===== src/rtl/mc_core.sv =====
`timescale 1ns/1ps
// Purpose: multi-cycle 9-bit-ISA core with 8 registers, a carry flag, a sync ROM port and a ready-handshaked data port; MC_CORE_PERF_EN adds the perf counters.
// Latency: ALU/LDI/BNZ/HALT take 3 cycles (FETCH, DECODE, EXEC); LD/ST take 2+N cycles, N = MEM cycles up to dm_ready.
// Backpressure: dm_re/dm_we stay high in MEM with stable addr/data until dm_ready; the core stalls in MEM meanwhile.
module mc_core #(
    parameter int DW    = 8,
    parameter int PW    = 10,
    parameter int CNT_W = 16
) (
    input  logic             CLK,
    input  logic             start_n,
    output logic [PW-1:0]    inst_addr,
    input  logic [8:0]       inst_data,
    output logic [DW-1:0]    dm_addr,
    output logic [DW-1:0]    dm_wdata,
    output logic             dm_re,
    output logic             dm_we,
    input  logic [DW-1:0]    dm_rdata,
    input  logic             dm_ready,
    output logic             halt,
    output logic [CNT_W-1:0] cycle_ct,
    output logic [CNT_W-1:0] instr_ct
);

    localparam logic [2:0] OP_ADD = 3'b000;
    localparam logic [2:0] OP_ADC = 3'b001;
    localparam logic [2:0] OP_SUB = 3'b010;
    localparam logic [2:0] OP_ST  = 3'b011;
    localparam logic [2:0] OP_LSL = 3'b100;
    localparam logic [2:0] OP_LDI = 3'b101;
    localparam logic [2:0] OP_LD  = 3'b110;
    localparam logic [2:0] OP_BNZ = 3'b111;

    typedef enum logic [2:0] {S_FETCH, S_DECODE, S_EXEC, S_MEM, S_HALTED} state_t;

    state_t          state, state_nxt;
    logic [8:0]      ir;
    logic [PW-1:0]   pc;
    logic [DW-1:0]   regs [8];
    logic            carry;

    logic [2:0]      op, rd_idx, rs_idx;
    logic [DW-1:0]   rd_val, rs_val;
    logic            is_halt;
    logic [PW-1:0]   pc_inc;

    logic            exec_en, mem_done;
    logic [DW:0]     sum;
    logic [DW-1:0]   alu_res;
    logic            alu_c, wr_en, c_en;

    assign op        = ir[8:6];
    assign rd_idx    = ir[5:3];
    assign rs_idx    = ir[2:0];
    assign rd_val    = regs[rd_idx];
    assign rs_val    = regs[rs_idx];
    assign is_halt   = (ir == 9'h1FF);
    assign pc_inc    = pc + PW'(1);
    assign inst_addr = pc;
    assign dm_addr   = rs_val;
    assign dm_wdata  = rd_val;

    always_ff @(posedge CLK or negedge start_n) begin
        if (!start_n) state <= S_FETCH;
        else          state <= state_nxt;
    end

    always_comb begin
        state_nxt = state;
        dm_re     = 1'b0;
        dm_we     = 1'b0;
        exec_en   = 1'b0;
        mem_done  = 1'b0;
        case (state)
            S_FETCH:  state_nxt = S_DECODE;
            S_DECODE: state_nxt = (inst_data[8:6] == OP_ST || inst_data[8:6] == OP_LD) ? S_MEM : S_EXEC;
            S_EXEC: begin
                exec_en   = 1'b1;
                state_nxt = is_halt ? S_HALTED : S_FETCH;
            end
            S_MEM: begin
                dm_re = (op == OP_LD);
                dm_we = (op == OP_ST);
                if (dm_ready) begin
                    mem_done  = 1'b1;
                    state_nxt = S_FETCH;
                end
            end
            S_HALTED: state_nxt = S_HALTED;
            default:  state_nxt = S_FETCH;
        endcase
    end

    // SUB adds the complement so the carry-out reads as "no borrow"
    always_comb begin
        sum     = '0;
        alu_res = rd_val;
        alu_c   = carry;
        wr_en   = 1'b0;
        c_en    = 1'b0;
        case (op)
            OP_ADD: begin
                sum = {1'b0, rd_val} + {1'b0, rs_val};
                alu_res = sum[DW-1:0]; alu_c = sum[DW]; wr_en = 1'b1; c_en = 1'b1;
            end
            OP_ADC: begin
                sum = {1'b0, rd_val} + {1'b0, rs_val} + (DW+1)'(carry);
                alu_res = sum[DW-1:0]; alu_c = sum[DW]; wr_en = 1'b1; c_en = 1'b1;
            end
            OP_SUB: begin
                sum = {1'b0, rd_val} + {1'b0, ~rs_val} + (DW+1)'(1);
                alu_res = sum[DW-1:0]; alu_c = sum[DW]; wr_en = 1'b1; c_en = 1'b1;
            end
            OP_LSL: begin
                alu_res = {rd_val[DW-2:0], carry}; alu_c = rd_val[DW-1]; wr_en = 1'b1; c_en = 1'b1;
            end
            OP_LDI: begin
                alu_res = DW'(rs_idx); wr_en = 1'b1;
            end
            default: ;
        endcase
    end

    always_ff @(posedge CLK or negedge start_n) begin
        if (!start_n) begin
            pc    <= '0;
            ir    <= '0;
            carry <= 1'b0;
            halt  <= 1'b0;
            for (int i = 0; i < 8; i++) regs[i] <= '0;
        end else begin
            if (state == S_DECODE) ir <= inst_data;
            if (exec_en) begin
                if (is_halt) begin
                    halt <= 1'b1;
                end else if (op == OP_BNZ) begin
                    pc <= (rd_val != '0) ? PW'(rs_val) : pc_inc;
                end else begin
                    pc <= pc_inc;
                    if (wr_en) regs[rd_idx] <= alu_res;
                    if (c_en)  carry <= alu_c;
                end
            end
            if (mem_done) begin
                pc <= pc_inc;
                if (op == OP_LD) regs[rd_idx] <= dm_rdata;
            end
        end
    end

`ifdef MC_CORE_PERF_EN
    logic [CNT_W-1:0] cyc_q, ins_q;
    logic             retire;

    assign retire = exec_en | mem_done;

    always_ff @(posedge CLK or negedge start_n) begin
        if (!start_n) begin
            cyc_q <= '0;
            ins_q <= '0;
        end else begin
            if (!halt && cyc_q != '1)  cyc_q <= cyc_q + CNT_W'(1);
            if (retire && ins_q != '1) ins_q <= ins_q + CNT_W'(1);
        end
    end

    assign cycle_ct = cyc_q;
    assign instr_ct = ins_q;
`else
    assign cycle_ct = '0;
    assign instr_ct = '0;
`endif

endmodule

===== config.mk =====
export PLATFORM = sky130hd
export DESIGN_NAME = mc_core
export DESIGN_NICKNAME = d
export VERILOG_FILES = /design/src/rtl/mc_core.sv
export SDC_FILE = /design/constraint.sdc
export NUM_CORES = 1
export LEC_CHECK = 0
export CAP_MARGIN = 30
export CORE_MARGIN = 4
export CORE_UTILIZATION = 45
export CTS_CLUSTER_DIAMETER = 60
export DETAILED_ROUTE_END_ITERATION = 8
export PLACE_DENSITY = 0.66
export SLEW_MARGIN = 5
export SYNTH_ARGS = -nofsm -noshare
export SYNTH_HDL_FRONTEND = slang
export SYNTH_SLANG_ARGS = --single-unit

===== constraint.sdc =====
create_clock -name CLK -period 6.4 [get_ports CLK]
set_input_delay 0.64 -clock CLK [delete_from_list [all_inputs] [get_ports CLK]]
set_output_delay 0.64 -clock CLK [all_outputs]
set_load 0.01 [all_outputs]

# Word level (Yosys, flattened, before mapping)
# Cells that the tools add are included.
# totals
reg_bits,88
input_bits,20
output_inout_bits,61
elab_cells,88
# classes
add_sub_neg,5
order_cmp,3
n_eq_ne,16
mux,34
n_bitwise,5
n_reduce_logical,12
# ops
cell,count
$mux W64,6
$bwmux W64,2
$mux W10,5
$bmux W8 S3,2
$mux W8,5
$pmux W8 S5,1
$demux W8 S3,1
$add A8 B8 Y9,2
$eq A3 B3 Y1 const B,6
$eq A3 B2 Y1 const B,5
$pmux W3 S5,1
$add A10 B1 Y10 const B,1
$add A9 B1 Y9,1
$add A9 B1 Y9 const B,1
$eq A9 B9 Y1 const B,1
$ge A4 B4 Y1 const B,2
$mux W1,8
$not A3 Y4,2
$not A8 Y8,1
$reduce_bool A8 Y1,1
$eq A3 B1 Y1 const B,2
$logic_not A3 Y1,2
$mux W3,2
$reduce_and A5 Y1,1
other kinds (12),14

# Depth between registers and ports, before layout
# depth
word_depth,16
mapped_depth,16

# Least setup slack after synthesis
# No wires, ideal clock.
# synth_path
kind,register to register
start,reg ir[0]
end,reg regs[18] in the netlist's numbering
setup_ns,0.118
t_arrival_ns,3.881
slack_ns,2.401
path_stages_with_launch,14
path_buffers,2
cell_sequence,dfrtp_1 -> buf_2 -> buf_2 -> mux4_2 -> mux2_2 -> ha_1 -> fa_1 -> xnor2_1 -> xnor2_1 -> nor3_1 -> a311o_1 -> a221oi_4 -> a211oi_1 -> a21o_1
# synth_via
elab_chain_cells,16
elab_cells_between_ends,19
# synth_lines
item,line_no,text
"start, declared",37,logic [8:0] ir;
"start signal, assigned",132,if (state == S_DECODE) ir <= inst_data;
$not A3 Y4 (implied by the code) (*),56,assign rs_val = regs[rs_idx];
$bmux W8 S3 (*),56,
$mux W8 (implied by the code) (*) (2 in a row),56,
via dm_addr[0],14,"output logic [DW-1:0] dm_addr,"
$not A8 Y8,111,"sum = {1'b0, rd_val} + {1'b0, ~rs_val} + (DW+1)'(1);"
$add A8 B8 Y9,111,
$add A9 B1 Y9,111,
$pmux W8 S5 (*),101,case (op)
$bwmux W64 (*),140,if (wr_en) regs[rd_idx] <= alu_res;
$mux W64 (*),140,
$mux W64 (*),136,end else if (op == OP_BNZ) begin
$mux W64 (*),134,if (is_halt) begin
$mux W64 (*),133,if (exec_en) begin
$bwmux W64,146,if (op == OP_LD) regs[rd_idx] <= dm_rdata;
$mux W64,146,
$mux W64 (*),144,if (mem_done) begin
"end signal, assigned by index",140,
"end signal, assigned by index",146,
"end, declared",39,logic [DW-1:0] regs [8];
# Mark *: on every way through the listed nets, which the timed path passes. The rest lies on a longest branch. The select of a mux whose other input is x is not followed.
# A chain may end at the register's enable or synchronous reset.

# Worst setup path in the final report
# layout_path
start,reg ir[3]
end,reg regs[50] in the netlist's numbering
# layout_via
elab_chain_cells,15
elab_cells_between_ends,23
# layout_lines
item,line_no,text
$not A3 Y4 (implied by the code),"55, 140, 146",
$bmux W8 S3,55,assign rd_val = regs[rd_idx];
$mux W8 (implied by the code) (2 in a row),55,
"$add A8 B8 Y9, on equally long branches","111, 103, 107",
"$add A9 B1 Y9, on equally long branches","111, 107",
$pmux W8 S5,101,
$bwmux W64,140,
$mux W64,140,
$mux W64,136,
$mux W64,134,
$mux W64,133,
$bwmux W64,146,
$mux W64,146,
$mux W64 (*),144,
# Every way passes the cells marked *; elsewhere a longest branch is shown, timed or not. The select of a mux whose other input is x is not followed.

==> out/summary.txt <==
Outcome -> complete, no violations
Hold crit path type -> primary input to async pin
WL/cell -> 21.5 um
Startpoint Class -> flip-flop
Nature of the critical path endpoint -> flip-flop
Critical Path RT -> 6650 ps
Post-CTS setup buffers -> 0
Async set-reset flop share out of synthesis -> 100%
# IOs -> 81
CP max stage cell -> dfrtp_1
Maxcap violations -> 0
Fmax -> 0.212 GHz
Worst-Skew Late Latency -> 350 ps
CP max FO -> 26
Routability Congestion -> 0.965
Initial core utilization -> 46.1%
Setup violators final -> 0
Layout cell share with drive strength beyond 1 -> 11.5%
Arrival @ worst endpoint -> 4970 ps
Post-synthesis sequential area ratio -> 31.3%
CP top delay family -> compound AO/OA/AOI/OAI gates
FP Rows -> 45
Die Height -> 133 um
Critical-path cell list -> inv_2 > mux4_2 > and2_4 > inv_1 > ha_1 > fa_1 > xnor2_1 > xnor2_1 > nor3_1 > a311o_1 > a221oi_4 > a211oi_1 > a21o_1
Cell area after placement -> 7520 um2
Post-Route WL -> 21.9 mm
Port bufs -> 48
Core ar. -> 15300 um2
Share of Yosys cell area claimed by the top area cell type -> 31.3%
Post-Route Setup TNS -> 0 ps
Num CTS Buffers -> 9
Setup Crit Path Kind -> flip-flop to flip-flop
Netlist Area Pre-Place -> 7030 um2
Final hold viol count -> 0
Top post-synthesis cells by area -> dfrtp_1, mux4_2, buf_4
Die Wd -> 133 um
Clock Sinks -> 88
Post-Syn Area per Cell -> 8.96 um2
Post-synth EDFFs -> 0
Main synth FF type -> dfrtp_1
GRT Total Usage -> 24.7%
CTS tree -> built
DRT antenna net count -> 0
Slew margin rel. -> 38.1%
Layout Nets -> 846
DRT iter0 DRCs -> 580
Initial antenna violation count -> 0
Clock Skew -> 6.29 ps
Synth area leader -> dfrtp_1
Max-slew violation count -> 0
Antenna fix cells -> 0
DP Wirelength -> 16.1 mm
Number of global-route vias before repair -> 6088
Post-CTS Hold Buffers -> 0
Die ar. -> 17700 um2
Layout area overhead -> 11.5%
Unrepaired setup endpoints after global routing -> no
Synthesis-stage register bit count -> 88
Clk slew on worst S/H paths -> 70 ps
PostCTS Resize Cnt -> 0
Routed via count -> 6272
CTS Buffer Depth -> 2
Largest net degree at the start of global routing -> 61
Unique masters post-synth -> 79
DRC viols -> 0
Synth Warn # -> 0
GRT Residual Overflow -> 0
Total iterations of the first detailed-routing run -> 6
Crit path time final -> 4720 ps
Design area -> 7830 um2
Cell mode on critical path -> xnor2_1
Root buffer cell -> clkbuf_16
Via density -> 6.14
WP buf/inv -> 2
Post-synthesis cell count -> 784
Final period util -> 73.8%
H-tree levels -> 3
Worst-Margin Slew -> 928 ps
Crit-path max cell delay -> 870 ps
Global-route wire length before repair -> 34.1 mm
cell usage after synthesis, types with 7 or more instances:
| master | n |
|---|---|
| dfrtp_1 | 88 |
| xnor2_1 | 8 |
| nor3_1 | 18 |
| a221o_1 | 12 |
| a211oi_1 | 22 |
| nor2_1 | 69 |
| buf_4 | 36 |
| nand3_1 | 13 |
| buf_1 | 13 |
| and3_1 | 14 |
| buf_2 | 7 |
| a21oi_1 | 49 |
| mux2_2 | 15 |
| o21ai_1 | 31 |
| ha_1 | 19 |
| mux2i_1 | 27 |
| nor2b_1 | 15 |
| mux4_2 | 22 |
| o21ai_0 | 27 |
| nand2_1 | 67 |
| a21o_1 | 23 |
| a31oi_1 | 8 |
| nand2b_1 | 10 |
| clkbuf_1 | 26 |
| nor3b_1 | 11 |
| inv_1 | 25 |
through the flow:
step / worst slack, ps / hold WS (ps) / utilization (%) / instances
2_1_floorplan: 2400 / 344 / - / 815
3_3_place_gp: 1760 / 445 / 48.9 / 997
3_5_place_dp: 1740 / 463 / 49.3 / 1003
4_1_cts: 1690 / 229 / 51.2 / 1019
5_1_grt: 1480 / 250 / 51.3 / 1021
6_report: 1680 / 214 / 51.3 / 1021
sequential cells by signal, summed over array words and instances (netlist names):
| signal | count |
|---|---|
| inst_addr | 10 |
| state | 3 |
| regs | 64 |
| halt | 1 |
| carry | 1 |
| ir | 9 |
per-layer routing:
layer,global-route usage (%),up-vias,wire (um)
met5,0,-,0
li1,-,2838,-
met3,4.56,56,1670
met2,39.7,305,10300
met1,32.7,3073,9190
met4,10.3,0,785
path summary, 6_finish.rpt:
check,endpoint,startpoint,slack [ps],cells after the start
min in group CLK,halt,halt,470,1
max in group asynchronous,ir[4],start_n,5020,2
hold reg to reg,halt,halt,470,1
hold / removal,regs[26],start_n,210,1
setup reg to reg,regs[50],ir[3],1680,13
setup / recovery,regs[50],ir[3],1680,13
cell type report:
| cell class | count | area [um2] |
|---|---|---|
| clock buffers | 12 | 246 |
| multi-input cells | 614 | 4350 |
| flip-flops and latches | 88 | 2200 |
| well taps | 211 | 264 |
| inverters | 28 | 105 |
| repair buffers | 64 | 613 |
| fillers | 1394 | 7420 |
| clock inverters | 4 | 52.6 |
layout by cell type, fill, tap and decap left out, types with 5 or more instances in the layout:
cell type        netlist  final
dfrtp_1               88     88
nor2_1                69     69
nand2_1               67     67
a21oi_1               49     49
clkdlybuf4s50_1        0     47
conb_1                 1     32
o21ai_1               31     31
o21ai_0               27     27
mux2i_1               27     27
inv_1                 25     25
a21o_1                23     23
a211oi_1              22     22
mux4_2                22     22
ha_1                  19     19
nor3_1                18     18
nor2b_1               15     15
mux2_2                15     15
and3_1                14     14
nand3_1               13     13
buf_4                 36     13
a221o_1               12     12
nor3b_1               11     11
nand2b_1              10     10
clkbuf_16              0      9
a31oi_1                8      8
xnor2_1                8      8
and2_1                 6      6
a22oi_1                6      6
a221oi_1               6      6
and3b_1                5      5
logic make-up after synthesis:
family / after synthesis / share of synthesized area, %
xor gates and xnor gates: 11 / 1.37
AOI/OAI and AO/OA: 229 / 22.3
buffers and inverters: 113 / 8.40
muxes: 69 / 14.3
adders and majority gates: 21 / 3.95
and+or+nand+nor: 252 / 18.3
DFF: 88 / 31.3
other: 1 / 0.0534
Power is not shown: default switching activity piles up to over one toggle a cycle in this logic, so the estimate is an artifact.
